[config.mk]
export PLATFORM = sky130hd
export DESIGN_NAME = vending_controller
export DESIGN_NICKNAME = d
export VERILOG_FILES = /design/src/rtl/vending_controller.sv
export SDC_FILE = /design/constraint.sdc
export NUM_CORES = 1
export LEC_CHECK = 0
export BUFFER_PORTS_ARGS = -buffer_cell sky130_fd_sc_hd__buf_2
export CORE_MARGIN = 8
export CORE_UTILIZATION = 55
export DETAILED_ROUTE_END_ITERATION = 8
export PLACE_DENSITY = 0.9
export SYNTH_ARGS = -nofsm -noshare
export SYNTH_HDL_FRONTEND = slang
export SYNTH_SLANG_ARGS = --single-unit
[constraint.sdc]
create_clock -name clk -period 4.5 [get_ports clk]
set_input_delay 0.225 -clock clk [delete_from_list [all_inputs] [get_ports clk]]
set_output_delay 0.225 -clock clk [all_outputs]
set_load 0.1 [all_outputs]
[src/rtl/vending_controller.sv]
// Vending credit sequencer: coin accumulation, vend, nickel-at-a-time change return.
// Latency 1 cycle (registered outputs); no backpressure, coins arriving when not acceptable are rejected.
module vending_controller #(
  parameter int unsigned PRICE      = 7,
  parameter int unsigned MAX_CREDIT = 12
) (
  input  logic       clk,
  input  logic       rst,
  input  logic       nickel,
  input  logic       dime,
  input  logic       quarter,
  input  logic       buy,
  input  logic       cancel,
  output logic [3:0] credit,
  output logic       dispense,
  output logic       nickel_out,
  output logic       reject,
  output logic       short,
  output logic       busy
);

  typedef enum logic [1:0] {
    ST_IDLE   = 2'd0,
    ST_CREDIT = 2'd1,
    ST_VEND   = 2'd2,
    ST_REFUND = 2'd3
  } state_t;

  localparam logic [3:0] PRICE_C = 4'(PRICE);
  localparam logic [4:0] MAX_C   = 5'(MAX_CREDIT);

  state_t     state_q,  state_d;
  logic [3:0] credit_q, credit_d;
  logic       reject_q, reject_d;
  logic       short_q,  short_d;

  logic       coin_vld;
  logic [2:0] coin_val;
  logic [4:0] coin_sum;

  // Quarter wins over dime wins over nickel; lower coins are dropped silently.
  always_comb begin
    coin_val = 3'd0;
    if (quarter)   coin_val = 3'd5;
    else if (dime) coin_val = 3'd2;
    else if (nickel) coin_val = 3'd1;
    coin_vld = quarter | dime | nickel;
    coin_sum = {1'b0, credit_q} + {2'b00, coin_val};
  end

  always_comb begin
    state_d  = state_q;
    credit_d = credit_q;
    reject_d = 1'b0;
    short_d  = 1'b0;
    unique case (state_q)
      ST_IDLE, ST_CREDIT: begin
        if (state_q == ST_CREDIT && cancel) begin
          state_d  = ST_REFUND;
          reject_d = coin_vld;
        end else if (state_q == ST_CREDIT && buy && credit_q >= PRICE_C) begin
          state_d  = ST_VEND;
          credit_d = credit_q - PRICE_C;
          reject_d = coin_vld;
        end else begin
          // A refused buy is not acted on, so a coin in that cycle is still taken.
          short_d = (state_q == ST_CREDIT) && buy;
          if (coin_vld) begin
            if (coin_sum <= MAX_C) begin
              credit_d = coin_sum[3:0];
              state_d  = ST_CREDIT;
            end else begin
              reject_d = 1'b1;
            end
          end
        end
      end
      ST_VEND: begin
        reject_d = coin_vld;
        state_d  = (credit_q != 4'd0) ? ST_REFUND : ST_IDLE;
      end
      ST_REFUND: begin
        reject_d = coin_vld;
        if (credit_q <= 4'd1) begin
          credit_d = 4'd0;
          state_d  = ST_IDLE;
        end else begin
          credit_d = credit_q - 4'd1;
        end
      end
      default: begin
        state_d  = ST_IDLE;
        credit_d = 4'd0;
      end
    endcase
  end

  always_ff @(posedge clk or posedge rst) begin
    if (rst) begin
      state_q  <= ST_IDLE;
      credit_q <= 4'd0;
      reject_q <= 1'b0;
      short_q  <= 1'b0;
    end else begin
      state_q  <= state_d;
      credit_q <= credit_d;
      reject_q <= reject_d;
      short_q  <= short_d;
    end
  end

  assign credit     = credit_q;
  assign reject     = reject_q;
  assign short      = short_q;
  assign dispense   = (state_q == ST_VEND);
  assign nickel_out = (state_q == ST_REFUND);
  assign busy       = (state_q == ST_VEND) || (state_q == ST_REFUND);

endmodule
==> results.json, run 1 <==
{
  "outcome": "finished clean",
  "proportion_of_layout_cells_with_a_drive_suffix_above_1": 0.209,
  "netlist_area_um2": 768,
  "period_needed_ns": 2.57,
  "clkLatencyLatePin_ns": 0.26,
  "final_nets": 127,
  "total_number_of_placement_rows": 13,
  "post_cts.repair.setup_buffers": 0,
  "arrival_ns": 2.72,
  "synth_top_family_by_area": "compound AO/OA/AOI/OAI gates",
  "rsz_0062_raised_after_global_routing": "false",
  "synth-xor-area-share": 0.0114,
  "die_y_um": 53.4,
  "cts.sink_count": 8,
  "largest_net_degree_at_the_start_of_global_routing": 11,
  "startpoint_kind_of_the_worst_setup_timing_path": "register",
  "cp.required_ns": 4.64,
  "netlist-cell-type-count": 37,
  "start_util": 0.590,
  "clock_pin_slew_worst_setup_and_hold_paths_ns": 0.06,
  "layout-area-overhead-vs-synth_pct": 13.2,
  "clockRootBuffer": "sky130_fd_sc_hd__clkbuf_4",
  "grt_antenna_before_repair": 0,
  "worstSetupPathType": "register to register",
  "period_share": 0.572,
  "max-clock-path-buffers": 2,
  "num_antenna_cells": 0,
  "synth_simple_gate_area_share": 0.225,
  "grt_pass1_vias": 734,
  "synthCells": 96,
  "multiplexer_fraction_of_the_synthesized_cell_area": 0.0326,
  "yosys_register_bits": 8,
  "grt_overflow": 0,
  "mapped_nets": 111,
  "die_width_um": 53.4,
  "post_synth_adder_cell_area": 0.140,
  "synth-warning-count": 0,
  "detailedPlacementHpwl_mm": 1.60,
  "gp_routability_congestion": 0.934,
  "synth_compound_gate_area_share": 0.254,
  "clock_tree_from_tritoncts": "yes",
  "dieArea_um2": 2850,
  "core_um2": 1300,
  "drt_first_iter_violations": 31,
  "synth_async_sr_flop_share": 1.00,
  "synth.largest_area_cell": "sky130_fd_sc_hd__dfrtp_1",
  "setup_total_negative_slack_ns": 0,
  "h-tree-depth": 1,
  "route.detailed.vias_per_inst": 6.13,
  "fmax_mhz": 389,
  "crit_start": "credit[0]",
  "worst_setup_path_end_kind": "register",
  "route.vias.total": 766,
  "top_level_ports": 16,
  "postRouteWirelength_mm": 2.01,
  "grt_use_total": 0.153,
  "place.port_buffers": 15,
  "fraction_of_synthesized_cell_area_taken_by_the_top_area_cell_type": 0.261,
  "post_synth.cell_area_avg_um2": 8.00,
  "post-route-drc-count": 0,
  "main_area_contributors_after_synthesis": "sky130_fd_sc_hd__dfrtp_1 26%, sky130_fd_sc_hd__ha_1 11%, sky130_fd_sc_hd__inv_1 4.4%, sky130_fd_sc_hd__nand2_1 4.4%, sky130_fd_sc_hd__nor2_1 4.4%",
  "firstDrtPassIters": 6,
  "grt_pass1_wl_mm": 3.26,
  "hp-start": "cancel",
  "fin_skew_ns": 0.00509,
  "postSynth.topFlopCell": "sky130_fd_sc_hd__dfrtp_1",
  "drv.max_cap_violation_count": 0,
  "report.final.slew_viol_count": 0,
  "ant_nets": 0,
  "relSlewSlack": 0.665,
  "proportion_of_synthesized_chip_area_in_sequential_cells": 0.261,
  "setup-violations-final": 0,
  "transition_time_at_the_pin_with_the_least_slew_margin_ns": 0.498,
  "cts-buffers-inserted": 3,
  "detail_route.wl_per_cell_um": 16.1,
  "reg2reg_from": "credit[0]",
  "number_of_enable_type_register_cells_in_the_synthesized_netlist": 0,
  "hold_viol_final": 0,
  "max_fanout_on_critical_path": 7,
  "holdCritPathClass": "input port to register"
}
==> cell type report <==
cell class,instances,area [um^2]
Clock buffer,3,22.5
Fill cell,119,432
Multi-Input combinational cell,74,509
Timing Repair Buffer,16,85.1
Sequential cell,8,200
Tap cell,15,18.8
Inverter,9,33.8
==> what timing repair did <==
item	in CTS	in global routing
hold buffers	1	0
endpoints found under the hold margin	8	0
gates resized for setup	0	0
==> final timing paths <==
kind,end,slack [ns],cells after the start
worst max-delay path,credit[1],1.93,8
worst max register to register,credit[1],1.93,8
max in group asynchronous,reject,3.82,3
min in group asynchronous,credit[2],0.45,3
worst min register to register,state_q[0],0.66,2
worst min-delay path,short,0.15,2
==> worst max-delay path, stage by stage, from the launching register on <==
cell and delay [ns]:
sky130_fd_sc_hd__dfrtp_1 0.46, sky130_fd_sc_hd__ha_1 0.24, sky130_fd_sc_hd__inv_1 0.07, sky130_fd_sc_hd__fa_1 0.45, sky130_fd_sc_hd__nor2b_1 0.15, sky130_fd_sc_hd__o22a_1 0.17, sky130_fd_sc_hd__o31a_1 0.35, sky130_fd_sc_hd__o21a_2 0.26
sky130_fd_sc_hd__mux2_4 0.30
==> stage by stage <==
stage / cells / hold WS [ns] / setup slack [ns] / util / cell area (um^2)
global placement: 121 / 0.179 / 1.99 / 0.643 / 837
CTS: 125 / 0.144 / 1.94 / 0.668 / 870
finish: 125 / 0.153 / 1.93 / 0.668 / 870
floorplan: 96 / 0.0407 / 1.42 / - / 768
detailed placement: 121 / 0.187 / 1.94 / 0.643 / 837
global route: 125 / 0.148 / 1.81 / 0.668 / 870
==> synth_stat cells (2+ instances only) <==
master	n
sky130_fd_sc_hd__a21o_1	3
sky130_fd_sc_hd__a21oi_1	4
sky130_fd_sc_hd__and2_1	3
sky130_fd_sc_hd__buf_2	2
sky130_fd_sc_hd__clkbuf_1	2
sky130_fd_sc_hd__dfrtp_1	8
sky130_fd_sc_hd__ha_1	7
sky130_fd_sc_hd__inv_1	9
sky130_fd_sc_hd__nand2_1	9
sky130_fd_sc_hd__nand3_1	2
sky130_fd_sc_hd__nor2_1	9
sky130_fd_sc_hd__nor2b_1	4
sky130_fd_sc_hd__nor3_1	5
sky130_fd_sc_hd__o21ai_0	4
sky130_fd_sc_hd__o22ai_1	2
sky130_fd_sc_hd__o31a_1	2
==> registers in the layout, indices dropped and copies added (netlist names) <==
name,count
state_q,2
short,1
credit,4
reject,1
==> logic make-up after synthesis <==
logic type                 after synthesis
AOI/OAI and AO/OA                       27
DFF                                      8
adders and majority gates                8
and+or+nand+nor                         36
buffers and inverters                   14
muxes                                    2
xor gates and xnor gates                 1
==> placed cells by master, fill, tap and decap left out, types with 2 or more instances in the layout <==
cell type | netlist | final
sky130_fd_sc_hd__a21o_1 | 3 | 3
sky130_fd_sc_hd__a21oi_1 | 4 | 4
sky130_fd_sc_hd__and2_1 | 3 | 3
sky130_fd_sc_hd__buf_2 | 2 | 15
sky130_fd_sc_hd__clkbuf_4 | 0 | 3
sky130_fd_sc_hd__dfrtp_1 | 8 | 8
sky130_fd_sc_hd__ha_1 | 7 | 7
sky130_fd_sc_hd__inv_1 | 9 | 9
sky130_fd_sc_hd__nand2_1 | 9 | 9
sky130_fd_sc_hd__nand3_1 | 2 | 2
sky130_fd_sc_hd__nor2_1 | 9 | 9
sky130_fd_sc_hd__nor2b_1 | 4 | 4
sky130_fd_sc_hd__nor3_1 | 5 | 5
sky130_fd_sc_hd__o21ai_0 | 4 | 4
sky130_fd_sc_hd__o22ai_1 | 2 | 2
sky130_fd_sc_hd__o31a_1 | 2 | 2
==> routing by layer <==
layer | global-route usage | wire, um | up-vias
met5 | 0 | 0 | -
met4 | 0.0756 | 67 | 0
met3 | 0.0280 | 246 | 8
met2 | 0.242 | 898 | 50
li1 | - | - | 366
met1 | 0.193 | 801 | 342
Power of run 1 is not shown: default switching activity piles up to over one toggle a cycle in this logic, so the estimate is an artifact.
==> run 2: changes to the inputs <==
- ABC_AREA: not set -> 1
- CORE_UTILIZATION: 55 -> 54
- PLACE_DENSITY: 0.9 -> 0.88
- clock period: 4.5 -> 2.5 ns (I/O delays scaled with it)
==> run 2 against run 1 <==
Compared with the run above: hold slack lost 0.043 ns; utilization shrank 0.82 points; setup slack lost 1.4 ns; critical path type unchanged.
==> results.json, run 2 <==
{
  "synthCells": 134,
  "outcome": "finished clean",
  "grt_pass1_wl_mm": 3.69,
  "detailedPlacementHpwl_mm": 1.69,
  "holdCritPathClass": "input port to register",
  "yosys_register_bits": 8,
  "start_util": 0.587,
  "core_um2": 1520,
  "fin_util": 0.660,
  "layout-area-overhead-vs-synth_pct": 12.4,
  "place_area_um2": 970,
  "netlist-cell-type-count": 27,
  "postLayoutCellArea_um2": 1010,
  "cts.sink_count": 8,
  "worstSetupPathType": "register to register",
  "largest_reg_flops": 4,
  "report.final.slew_viol_count": 0,
  "dieArea_um2": 3210,
  "cp.required_ns": 2.70,
  "proportion_of_layout_cells_with_a_drive_suffix_above_1": 0.245,
  "final_cell_mix": "47 x sky130_fd_sc_hd__nand2_1, 17 x sky130_fd_sc_hd__inv_1, 15 x sky130_fd_sc_hd__buf_2",
  "fmax_mhz": 500,
  "drt_first_iter_violations": 21,
  "postRouteWirelength_mm": 2.13,
  "grt_pass1_vias": 868,
  "postSynth.topFlopCell": "sky130_fd_sc_hd__dfrtp_1",
  "mapped_nets": 149,
  "gp_routability_congestion": 0.850,
  "fraction_of_synthesized_cell_area_taken_by_the_top_area_cell_type": 0.224,
  "post_cts.repair.setup_buffers": 0,
  "synth-warning-count": 0,
  "grt_use_total": 0.139,
  "setup_total_negative_slack_ns": 0,
  "reg2reg_from": "credit[0]",
  "clock_tree_from_tritoncts": "yes",
  "cts-buffers-inserted": 3,
  "grt_overflow": 0,
  "num_antenna_cells": 0,
  "route.detailed.vias_per_inst": 5.44,
  "relSlewSlack": 0.675,
  "synth_async_sr_flop_share": 1.00,
  "proportion_of_synthesized_chip_area_in_sequential_cells": 0.224,
  "route.vias.total": 909,
  "post-route-drc-count": 0,
  "total_number_of_placement_rows": 14,
  "arrival_ns": 2.20,
  "top_level_ports": 16,
  "hp-start": "buy",
  "startpoint_kind_of_the_worst_setup_timing_path": "register",
  "rsz_0062_raised_after_global_routing": "false",
  "detail_route.wl_per_cell_um": 12.8,
  "drv.max_cap_violation_count": 0,
  "synthMostInstantiatedCell": "sky130_fd_sc_hd__nand2_1",
  "largest_net_degree_at_the_start_of_global_routing": 11,
  "main_area_contributors_after_synthesis": "sky130_fd_sc_hd__dfrtp_1 22%, sky130_fd_sc_hd__nand2_1 20%, sky130_fd_sc_hd__ha_1 9.8%, sky130_fd_sc_hd__inv_1 7.1%, sky130_fd_sc_hd__nand3_1 6.7%",
  "number_of_enable_type_register_cells_in_the_synthesized_netlist": 0,
  "setup-violations-final": 0,
  "period_share": 0.800,
  "synth.largest_area_cell": "sky130_fd_sc_hd__dfrtp_1",
  "grt_antenna_before_repair": 0,
  "synth.cells.most_frequent": "47 x sky130_fd_sc_hd__nand2_1, 17 x sky130_fd_sc_hd__inv_1, 12 x sky130_fd_sc_hd__nand3_1",
  "max-clock-path-buffers": 2,
  "ant_nets": 0,
  "firstDrtPassIters": 6,
  "clkLatencyLatePin_ns": 0.27,
  "clockRootBuffer": "sky130_fd_sc_hd__clkbuf_4",
  "post_synth.cell_area_avg_um2": 6.68,
  "hold_viol_final": 0,
  "transition_time_at_the_pin_with_the_least_slew_margin_ns": 0.490,
  "max_fanout_on_critical_path": 10,
  "most_frequent_standard_cell_in_the_layout_excluding_fill_and_tap_cells": "sky130_fd_sc_hd__nand2_1",
  "fin_skew_ns": 0.00458,
  "final_nets": 167,
  "die_width_um": 56.7,
  "place.port_buffers": 15,
  "clock_pin_slew_worst_setup_and_hold_paths_ns": 0.06,
  "crit_start": "credit[0]",
  "netlist_area_um2": 895,
  "final.fill_count": 157,
  "die_y_um": 56.7,
  "period_needed_ns": 2.00,
  "h-tree-depth": 1,
  "worst_setup_path_end_kind": "register"
}
[run 2: worst max-delay path, stage by stage (launching register included)]
cell and delay [ns]:
sky130_fd_sc_hd__dfrtp_2 0.48, sky130_fd_sc_hd__ha_1 0.24, sky130_fd_sc_hd__inv_1 0.07, sky130_fd_sc_hd__fa_1 0.43, sky130_fd_sc_hd__inv_1 0.07, sky130_fd_sc_hd__nor2_1 0.04, sky130_fd_sc_hd__nor2_1 0.09, sky130_fd_sc_hd__nand3_1 0.08
sky130_fd_sc_hd__nand2_1 0.14, sky130_fd_sc_hd__nand2_4 0.09, sky130_fd_sc_hd__nand2_4 0.08, sky130_fd_sc_hd__nand2_1 0.05, sky130_fd_sc_hd__nand2_1 0.08
[run 2: layer usage]
metal,vias up,wire (um),global-route usage
met5,-,0,0
met4,0,68,0.0928
met3,7,149,0.0337
met2,36,1040,0.237
met1,417,874,0.146
li1,449,-,-
[run 2: logic make-up after synthesis]
family / Yosys count / share of synthesized area
AO/OA/AOI/OAI: 5 / 0.0518
XOR/XNOR: 3 / 0.0294
adder cells (fa/ha/maj): 8 / 0.120
buffers and inverters: 26 / 0.122
flip-flops: 8 / 0.224
AND/OR/NAND/NOR: 84 / 0.453
[run 2: worst paths after layout]
path / end / slack, ns / depth (start not counted)
min in group asynchronous: short / 0.35 / 3
setup reg to reg: credit[3] / 0.50 / 12
hold reg to reg: state_q[0] / 0.60 / 2
max in group asynchronous: credit[1] / 1.88 / 3
hold / removal: short / 0.11 / 3
setup / recovery: credit[3] / 0.50 / 12
[run 2: metrics by stage]
stage / hold slack [ns] / worst slack, ns / instances
after global placement: 0.0750 / 0.589 / 162
final: 0.110 / 0.499 / 167
after detailed placement: 0.102 / 0.481 / 162
after CTS: 0.112 / 0.495 / 167
after global routing: 0.125 / 0.347 / 167
after floorplan: -0.0595 / 0.113 / 134
[run 2: what timing repair did]
item                                   4_1_cts  5_1_grt
hold buffers                                 1        0
gates resized for setup                      0        0
endpoints found under the hold margin        8        0
setup endpoints to repair                    0        0
[run 2: cell type report]
class                      instances  area [um^2]  area share
multi-input combinational        100          586       0.582
sequential                         8          203       0.201
inverter                          23         86.3      0.0858
timing repair buffer              16         85.1      0.0846
clock buffer                       4         26.3      0.0261
tap                               16         20.0      0.0199
Power of run 2 is left out for the same reason.
